==> src/rtl/bcd_counter_modn_pkg.sv <==
// Shared definitions for the BCD modulo-N counter.
//   BCD_MAX_DIGIT / BCD_ZERO : digit limits used by the digit cells
//   digit_op_e               : per-digit update selection
//   pow10, bin_to_bcd, bcd_to_bin : constant helpers that derive the BCD
//                                   image of MODULUS-1 at elaboration
package bcd_counter_modn_pkg;

    localparam logic [3:0] BCD_MAX_DIGIT  = 4'd9;
    localparam logic [3:0] BCD_ZERO       = 4'd0;
    localparam int         BCD_MAX_DIGITS = 4;
    localparam int         BCD_BUS_W      = 4 * BCD_MAX_DIGITS;

    typedef enum logic [1:0] {
        DIG_HOLD,
        DIG_LOAD,
        DIG_WRAP,
        DIG_STEP
    } digit_op_e;

    function automatic int pow10(input int n);
        int r;
        r = 1;
        for (int i = 0; i < n; i++) begin
            r = r * 10;
        end
        return r;
    endfunction

    function automatic logic [BCD_BUS_W-1:0] bin_to_bcd(input int value);
        logic [BCD_BUS_W-1:0] r;
        int                   v;
        r = '0;
        v = value;
        for (int i = 0; i < BCD_MAX_DIGITS; i++) begin
            r[4*i +: 4] = 4'(v % 10);
            v = v / 10;
        end
        return r;
    endfunction

    function automatic int bcd_to_bin(input logic [BCD_BUS_W-1:0] bcd);
        int v;
        v = 0;
        for (int i = BCD_MAX_DIGITS - 1; i >= 0; i--) begin
            v = v * 10 + int'(bcd[4*i +: 4]);
        end
        return v;
    endfunction

endpackage

==> src/rtl/bcd_counter_modn_digit.sv <==
// One BCD digit cell of the modulo-N counter.
//   clk, clr        : clock, synchronous active-high clear
//   load/load_digit : parallel load (value already validated by the top)
//   wrap/wrap_digit : forced modulus wrap value for this digit
//   step/up         : step this digit (carry or borrow in) and direction
//   q               : digit value
//   step_out        : carry (up) or borrow (down) into the next digit
module bcd_digit
    import bcd_counter_modn_pkg::*;
(
    input  logic       clk,
    input  logic       clr,
    input  logic       load,
    input  logic [3:0] load_digit,
    input  logic       wrap,
    input  logic [3:0] wrap_digit,
    input  logic       step,
    input  logic       up,
    output logic [3:0] q,
    output logic       step_out
);

    logic [3:0] q_q;
    logic [3:0] q_d;
    digit_op_e  op;

    always_comb begin
        op = DIG_HOLD;
        if (load) begin
            op = DIG_LOAD;
        end else if (wrap) begin
            op = DIG_WRAP;
        end else if (step) begin
            op = DIG_STEP;
        end
    end

    // Carry/borrow only ripples while this digit itself is being stepped.
    always_comb begin
        step_out = step & (up ? (q_q == BCD_MAX_DIGIT) : (q_q == BCD_ZERO));
    end

    always_comb begin
        q_d = q_q;
        case (op)
            DIG_LOAD: q_d = load_digit;
            DIG_WRAP: q_d = wrap_digit;
            DIG_STEP: begin
                if (up) begin
                    q_d = (q_q == BCD_MAX_DIGIT) ? BCD_ZERO : q_q + 4'd1;
                end else begin
                    q_d = (q_q == BCD_ZERO) ? BCD_MAX_DIGIT : q_q - 4'd1;
                end
            end
            default: q_d = q_q;
        endcase
    end

    always_ff @(posedge clk) begin
        if (clr) begin
            q_q <= BCD_ZERO;
        end else begin
            q_q <= q_d;
        end
    end

    assign q = q_q;

endmodule

==> src/rtl/bcd_counter_modn.sv <==
// Parametrised BCD modulo-N up/down counter with validated parallel load.
//   clk      : clock, rising edge
//   clr      : synchronous active-high clear (wins over everything)
//   en, up   : count enable and direction
//   load     : synchronous load of load_val (beats en)
//   load_val : BCD load value, digit 0 in [3:0]
//   q        : BCD count, digit k in [4k+3:4k]
//   tc       : combinational terminal count, high when the next step wraps
//   load_err : high for one cycle after a rejected load
module bcd_counter_modn
    import bcd_counter_modn_pkg::*;
#(
    parameter int DIGITS  = 2,
    parameter int MODULUS = 24
) (
    input  logic                clk,
    input  logic                clr,
    input  logic                en,
    input  logic                up,
    input  logic                load,
    input  logic [4*DIGITS-1:0] load_val,
    output logic [4*DIGITS-1:0] q,
    output logic                tc,
    output logic                load_err
);

    localparam int           W       = 4 * DIGITS;
    localparam logic [W-1:0] MAX_BCD = W'(bin_to_bcd(MODULUS - 1));

    if (DIGITS < 1 || DIGITS > BCD_MAX_DIGITS) begin : g_bad_digits
        $error("bcd_counter_modn: DIGITS must be 1..4");
    end
    if (MODULUS < 2 || MODULUS > pow10(DIGITS)) begin : g_bad_modulus
        $error("bcd_counter_modn: MODULUS must be 2..10**DIGITS");
    end
    if (bcd_to_bin(BCD_BUS_W'(MAX_BCD)) != MODULUS - 1) begin : g_bad_max
        $error("bcd_counter_modn: MODULUS-1 does not fit in DIGITS");
    end

    logic         digits_ok;
    logic         load_ok;
    logic [W-1:0] load_digits;
    logic [W-1:0] wrap_val;
    logic         step_lsd;
    logic         at_max;
    logic         load_err_q;
    logic         load_err_d;

    always_comb begin
        digits_ok = 1'b1;
        for (int k = 0; k < DIGITS; k++) begin
            if (load_val[4*k +: 4] > BCD_MAX_DIGIT) begin
                digits_ok = 1'b0;
            end
        end
    end

    // With every digit <= 9, BCD ordering matches numeric ordering, so the
    // range check is a plain unsigned compare against MODULUS-1 in BCD.
    always_comb begin
        load_ok     = digits_ok & (load_val <= MAX_BCD);
        load_digits = load_ok ? load_val : '0;
        wrap_val    = up ? '0 : MAX_BCD;
        step_lsd    = en & ~load;
        at_max      = (q == MAX_BCD);
    end

    for (genvar k = 0; k < DIGITS; k++) begin : g_digit
        logic step_in;
        logic step_out;

        if (k == 0) begin : g_lsd
            assign step_in = step_lsd;
        end else begin : g_upper
            assign step_in = g_digit[k-1].step_out;
        end

        bcd_digit u_digit (
            .clk        (clk),
            .clr        (clr),
            .load       (load),
            .load_digit (load_digits[4*k +: 4]),
            .wrap       (tc),
            .wrap_digit (wrap_val[4*k +: 4]),
            .step       (step_in),
            .up         (up),
            .q          (q[4*k +: 4]),
            .step_out   (step_out)
        );
    end

    // Counting down, a borrow out of the top digit happens exactly when q is
    // all zeros, so the ripple output doubles as the down-wrap detector.
    // Counting up, MODULUS-1 may sit below the all-9s pattern, so compare.
    always_comb begin
        tc = ~clr & (up ? (step_lsd & at_max) : g_digit[DIGITS-1].step_out);
    end

    always_comb begin
        load_err_d = load & ~load_ok;
    end

    always_ff @(posedge clk) begin
        if (clr) begin
            load_err_q <= 1'b0;
        end else begin
            load_err_q <= load_err_d;
        end
    end

    assign load_err = load_err_q;

endmodule

==> config.mk <==
export PLATFORM = sky130hd
export DESIGN_NAME = bcd_counter_modn
export DESIGN_NICKNAME = d
export VERILOG_FILES = /design/src/rtl/bcd_counter_modn_pkg.sv /design/src/rtl/bcd_counter_modn_digit.sv /design/src/rtl/bcd_counter_modn.sv
export SDC_FILE = /design/constraint.sdc
export NUM_CORES = 1
export LEC_CHECK = 0
export BUFFER_PORTS_ARGS = -buffer_cell sky130_fd_sc_hd__buf_2
export CAP_MARGIN = 20
export CORE_AREA = 5 5 52 54
export CTS_BUF_LIST = sky130_fd_sc_hd__clkbuf_16
export CTS_CLUSTER_SIZE = 10
export DETAILED_ROUTE_END_ITERATION = 16
export DIE_AREA = 0 0 57 59
export PLACE_DENSITY = 0.73
export SLEW_MARGIN = 20
export SYNTH_ARGS = -nofsm -noshare
export SYNTH_HDL_FRONTEND = slang
export SYNTH_SLANG_ARGS = --single-unit
==> constraint.sdc <==
create_clock -name clk -period 2.1 [get_ports clk]
set_input_delay 0.315 -clock clk [delete_from_list [all_inputs] [get_ports clk]]
set_output_delay 0.315 -clock clk [all_outputs]
set_load 0.02 [all_outputs]
[Word-level counts from Yosys, hierarchy flattened]
Index checks and enable logic that the tools add are counted.
Storage, ports and cells
  bits in registers: 9
  logic and storage cells: 54
Operators by class
  reductions and logical operators: 4
  eq/ne operators: 9
  add/subtract/negate cells: 4
  $lt $le $gt $ge: 3
  bitwise operators: 10
  multiplexer cells: 21
Operator list (number)
  $mux W4: 6
  $pmux W4 S3: 2
  $mux W2: 6
  $add A4 B1 Y4 const B: 2
  $eq A2 B2 Y1 const B: 4
  $eq A4 B4 Y1 const B: 2
  $eq A8 B6 Y1 const B: 1
  $gt A4 B4 Y1 const B: 2
  $le A8 B6 Y1 const B: 1
  $logic_not A4 Y1: 2
  $mux W8: 1
  $sub A4 B1 Y4 const B: 2
  $and A1 B1 Y1: 7
  $mux W6: 1
  $reduce_bool A3 Y1: 2
  $mux W1: 5
  $eq A2 B1 Y1 const B: 2
  $not A1 Y1: 3

[Logic depth before layout (Yosys ltp)]
  depth after elaboration: 10
  depth in mapped cells: 7

[Cells and area by module]
Synthesis repeated with hierarchy kept, for this count alone.
Unflattened totals
  cell total of the unflattened synthesis: 148
  area, all modules: 1196.1 sq um
Modules (own cells, without submodules)
  bcd_digit: times used 2, area each 503.0 sq um, sequential area each 80.1 sq um, cells each 62
  bcd_counter_modn: times used 1, area each 190.2 sq um, sequential area each 20.0 sq um, cells each 24

[Worst setup path before layout]
Ideal clock, no wire load.
  path kind: flip-flop to flip-flop
  from: register g_digit[0].u_digit.q_q[0]
  to: register g_digit[1].u_digit.q_q[1]
  path slack: -26 ps
  buffers on the path: 0
  data required time: 2005 ps
  library setup time: 95 ps
  arrival time: 2030 ps
  period minus slack after synthesis: 2126 ps
  cell stages (with the launch flop): 8
  cell sequence: dfxtp_1 > inv_1 > ha_1 > or2b_2 > o32ai_1 > o211a_1 > a32oi_1 > a221oi_1
Between the ends
  cells in the longest elaborated chain, start to end: 10
RTL lines
  from (decl): RTL line bcd_counter_modn_digit.sv:23  | logic [3:0] q_q;
  from (signal assigned): RTL line bcd_counter_modn_digit.sv:63  | q_q <= q_d;
  $eq A4 B4 Y1 or $logic_not A4 Y1 (tied branches): RTL line bcd_counter_modn_digit.sv:40  | step_out = step & (up ? (q_q == BCD_MAX_DIGIT) : (q_q == BCD_ZERO));
  $mux W1: RTL line bcd_counter_modn_digit.sv:40
  $and A1 B1 Y1 (2 in series): RTL line bcd_counter_modn_digit.sv:40
  $mux W1: RTL line bcd_counter_modn.sv:96  | tc = ~clr & (up ? (step_lsd & at_max) : g_digit[DIGITS-1].step_out);
  $and A1 B1 Y1: RTL line bcd_counter_modn.sv:96
  $mux W2 *: RTL line bcd_counter_modn_digit.sv:31  | end else if (wrap) begin
  $mux W2 *: RTL line bcd_counter_modn_digit.sv:29  | if (load) begin
  $eq A2 B2 Y1 or $eq A2 B1 Y1 (tied branches): RTL line bcd_counter_modn_digit.sv:45  | case (op)
  $pmux W4 S3 or $reduce_bool A3 Y1 (tied branches)
  to (signal assigned): RTL line bcd_counter_modn_digit.sv:63
  to (decl): RTL line bcd_counter_modn_digit.sv:23
Mark *: on every way between the ends. The rest lies on a longest branch, timed or not.
A chain may end at the register's enable or synchronous reset.

[Worst setup path in the final report]
  from: register g_digit[0].u_digit.q_q[0]
  to: register g_digit[0].u_digit.q_q[2]
Between the ends
  cells in the longest elaborated chain, start to end: 10
RTL lines (RTL line)
  $eq A4 B4 Y1 or $logic_not A4 Y1 (tied branches): bcd_counter_modn_digit.sv:40, bcd_counter_modn_digit.sv:50, bcd_counter_modn_digit.sv:52
  $mux W1: bcd_counter_modn_digit.sv:40
  $and A1 B1 Y1 (2 in series): bcd_counter_modn_digit.sv:40
  $mux W1: bcd_counter_modn.sv:96
  $and A1 B1 Y1: bcd_counter_modn.sv:96
  $mux W2: bcd_counter_modn_digit.sv:31
  $mux W2: bcd_counter_modn_digit.sv:29
  $eq A2 B2 Y1 or $eq A2 B1 Y1 (tied branches): bcd_counter_modn_digit.sv:45
  $pmux W4 S3 or $reduce_bool A3 Y1 (tied branches)
Several ways; a longest one is shown, not always the timed one.

==> run metrics <==
outcome finished, final reports clean; Pint 528 uW; maximum VDD drop 0.000506 V; Main synth FF type dfxtp_1; critical path peak fanout 5; drt via density 5.88; syn_nets 138; most frequent cell after synthesis nand2_1; die area 3360 sq um; overflow left after global routing 0; Setup Total Neg Slack 0 ns; Pwr Density 621 nW/um^2; Psw 227 uW; cell accounting for the most synthesized area dfxtp_1; fin. max-slew vios 0; CTS tree built; Largest stage delay, worst path 0.36 ns; crit share post-route 0.969; critical path class flop to flop; clock sinks 9; Final nets 170; antenna cells 0; hold-fix buffers at CTS 0; switch share 0.300; die height 59 um; slew margin rel. 0.809; vias 1,040; syn avg cell area 7.93 sq um; Post-synth EDFFs 0; DRC viols 0; gp weighted congestion 0.870; register share of total power 0.249; Worst Skew 0.000934 ns; detailed placement HPWL 1900 um; CP Launch Type flop; DP Area 1100 sq um; fin area 1220 sq um; cells along the critical path inv_1 > ha_2 > or2b_2 > o221a_2 > a211oi_1 > nor3_1 > a2111oi_2; number of global-route vias before repair 1,015; Hold Crit Class input port to flop; Ports 23; Unique masters post-synth 46; Syn-to-layout area delta 29.9%; clock latency on the worst-skew pair 0.24 ns; Hold Fails Final Rpt 0; Port Buffers 22; DIE WIDTH 57 um; clk root buf clkbuf_16; buffer depth of the longest clock path 2; Arr. time, crit path 2.17 ns; area of the mapped netlist 936 sq um; Max Cap Viol 0; drt pass-1 iters 4; CTS Buf Count 3; Clk pwr share 0.459; area share of the largest cell type after synthesis 0.193; Cells after Synth 118; asr flop ratio synth 0; LEAKAGE 0.000532 uW; Worst Setup End Kind flop; crit path max-delay cell type or2b_2; H-tree depth 1; initial core utilization 0.431; Avg WL per Cell 15.1 um; Seq cells post-synth 9; fin crit period 2.04 ns; Post-synth top cells 11 x nand2_1, 10 x a21oi_1, 9 x dfxtp_1, 9 x inv_1; clock-pin slew on the worst setup and hold paths 0.04 ns; sequential share of the synthesized area 0.193; antenna-violating nets left 0; Comb pwr share 0.293; Worst Max-Slew Pin Slew 0.286 ns; pin count of the biggest net entering global routing 14; top post-synthesis cells by area dfxtp_1 19%, ha_1 9.4%, a21oi_1 5.3%, buf_6 4.8%, nand2_1 4.4%; share of layout cells above drive strength 1 0.362; initial antenna violation count 0; core area 2170 sq um; Fmax 491 MHz; routed wire length 2680 um; Iter 0 DRT Violations 46; Yosys Warn Count 0; row cnt 17; global-route wire length before repair 4450 um; total track usage 0.167; Final setup viols 0; Req. time, crit path 2.23 ns
==> cell families after synthesis <==
family | share of synthesized area
fa+ha+maj | 0.0936
compound gates | 0.366
flops | 0.193
simple gates | 0.223
xor+xnor | 0.00936
buf+inv | 0.115
==> cell type report <==
cell class / instances / area, sq um
clock buffer: 3 / 75.1
fill: 208 / 953
multi-input combinational: 92 / 676
inverter: 9 / 33.8
sequential: 9 / 181
clock inverter: 1 / 3.75
tap: 28 / 35.0
timing repair buffer: 35 / 211
==> flip-flops by register name, indices dropped and copies added, names as in the netlist <==
| name | count |
|---|---|
| load_err | 1 |
| g_digit.u_digit.q | 8 |
==> cells in the final DEF, fill, tap and decap left out, types with 3 or more instances in the layout <==
master,n
buf_2,22
nand3_1,3
o22a_1,3
o31ai_1,3
clkbuf_16,3
inv_1,10
buf_4,12
a21oi_1,10
nand2_1,11
nand2b_1,3
o211ai_1,3
ha_1,6
nor3_1,6
nor2_1,7
o21ai_0,3
dfxtp_1,8
==> power by group through the flow <==
stage / clock, uW / combinational [uW] / sequential (uW)
floorplan: 0 / 128 / 206
global route: 357 / 242 / 189
detailed placement: 0 / 204 / 190
global placement: 0 / 200 / 190
finish: 347 / 221 / 188
CTS: 347 / 208 / 187
==> path summary, 6_finish.rpt <==
check | startpoint | end | slack, ns | depth (start not counted)
worst max register to register | g_digit[0].u_digit.q[0] | g_digit[0].u_digit.q[2] | 0.06 | 7
worst min register to register | g_digit[0].u_digit.q[0] | g_digit[0].u_digit.q[0] | 0.52 | 2
worst min-delay path | load_val[4] | g_digit[1].u_digit.q[0] | 0.38 | 3
worst max-delay path | g_digit[0].u_digit.q[0] | g_digit[0].u_digit.q[2] | 0.06 | 7
==> metrics by stage <==
step | hold WS (ns) | power (uW) | util | worst slack (ns) | std cells
2_1_floorplan | 0.472 | 334 | - | 0.0747 | 118
3_3_place_gp | 0.497 | 390 | 0.506 | 0.161 | 171
3_5_place_dp | 0.513 | 394 | 0.506 | 0.0352 | 171
4_1_cts | 0.381 | 742 | 0.546 | 0.0177 | 176
5_1_grt | 0.420 | 788 | 0.561 | -0.0539 | 177
6_report | 0.381 | 755 | 0.561 | 0.0645 | 177
==> timing repair <==
| action | CTS | global route |
|---|---|---|
| gates resized for setup | 1 | 5 |
| setup endpoints to repair | 2 | 2 |
| buffers inserted | 1 | 1 |
| pin swaps | 1 | 1 |
==> layer usage <==
| layer | routed length [um] | GRT usage | vias to the layer above |
|---|---|---|---|
| li1 | - | - | 505 |
| met1 | 1210 | 0.201 | 476 |
| met2 | 1210 | 0.279 | 49 |
| met3 | 188 | 0.0414 | 10 |
| met4 | 68 | 0.0795 | 0 |
| met5 | 0 | 0 | - |
==> worst max-delay path, delay by kind of cell (launching register included) <==
family / cells / cell delay (ns)
AOI/OAI and AO/OA: 3 / 0.85
and+or+nand+nor: 2 / 0.45
DFF: 1 / 0.30
adders and majority gates: 1 / 0.23
buffers and inverters: 1 / 0.09
No activity file was read; power rests on OpenSTA's default activity.
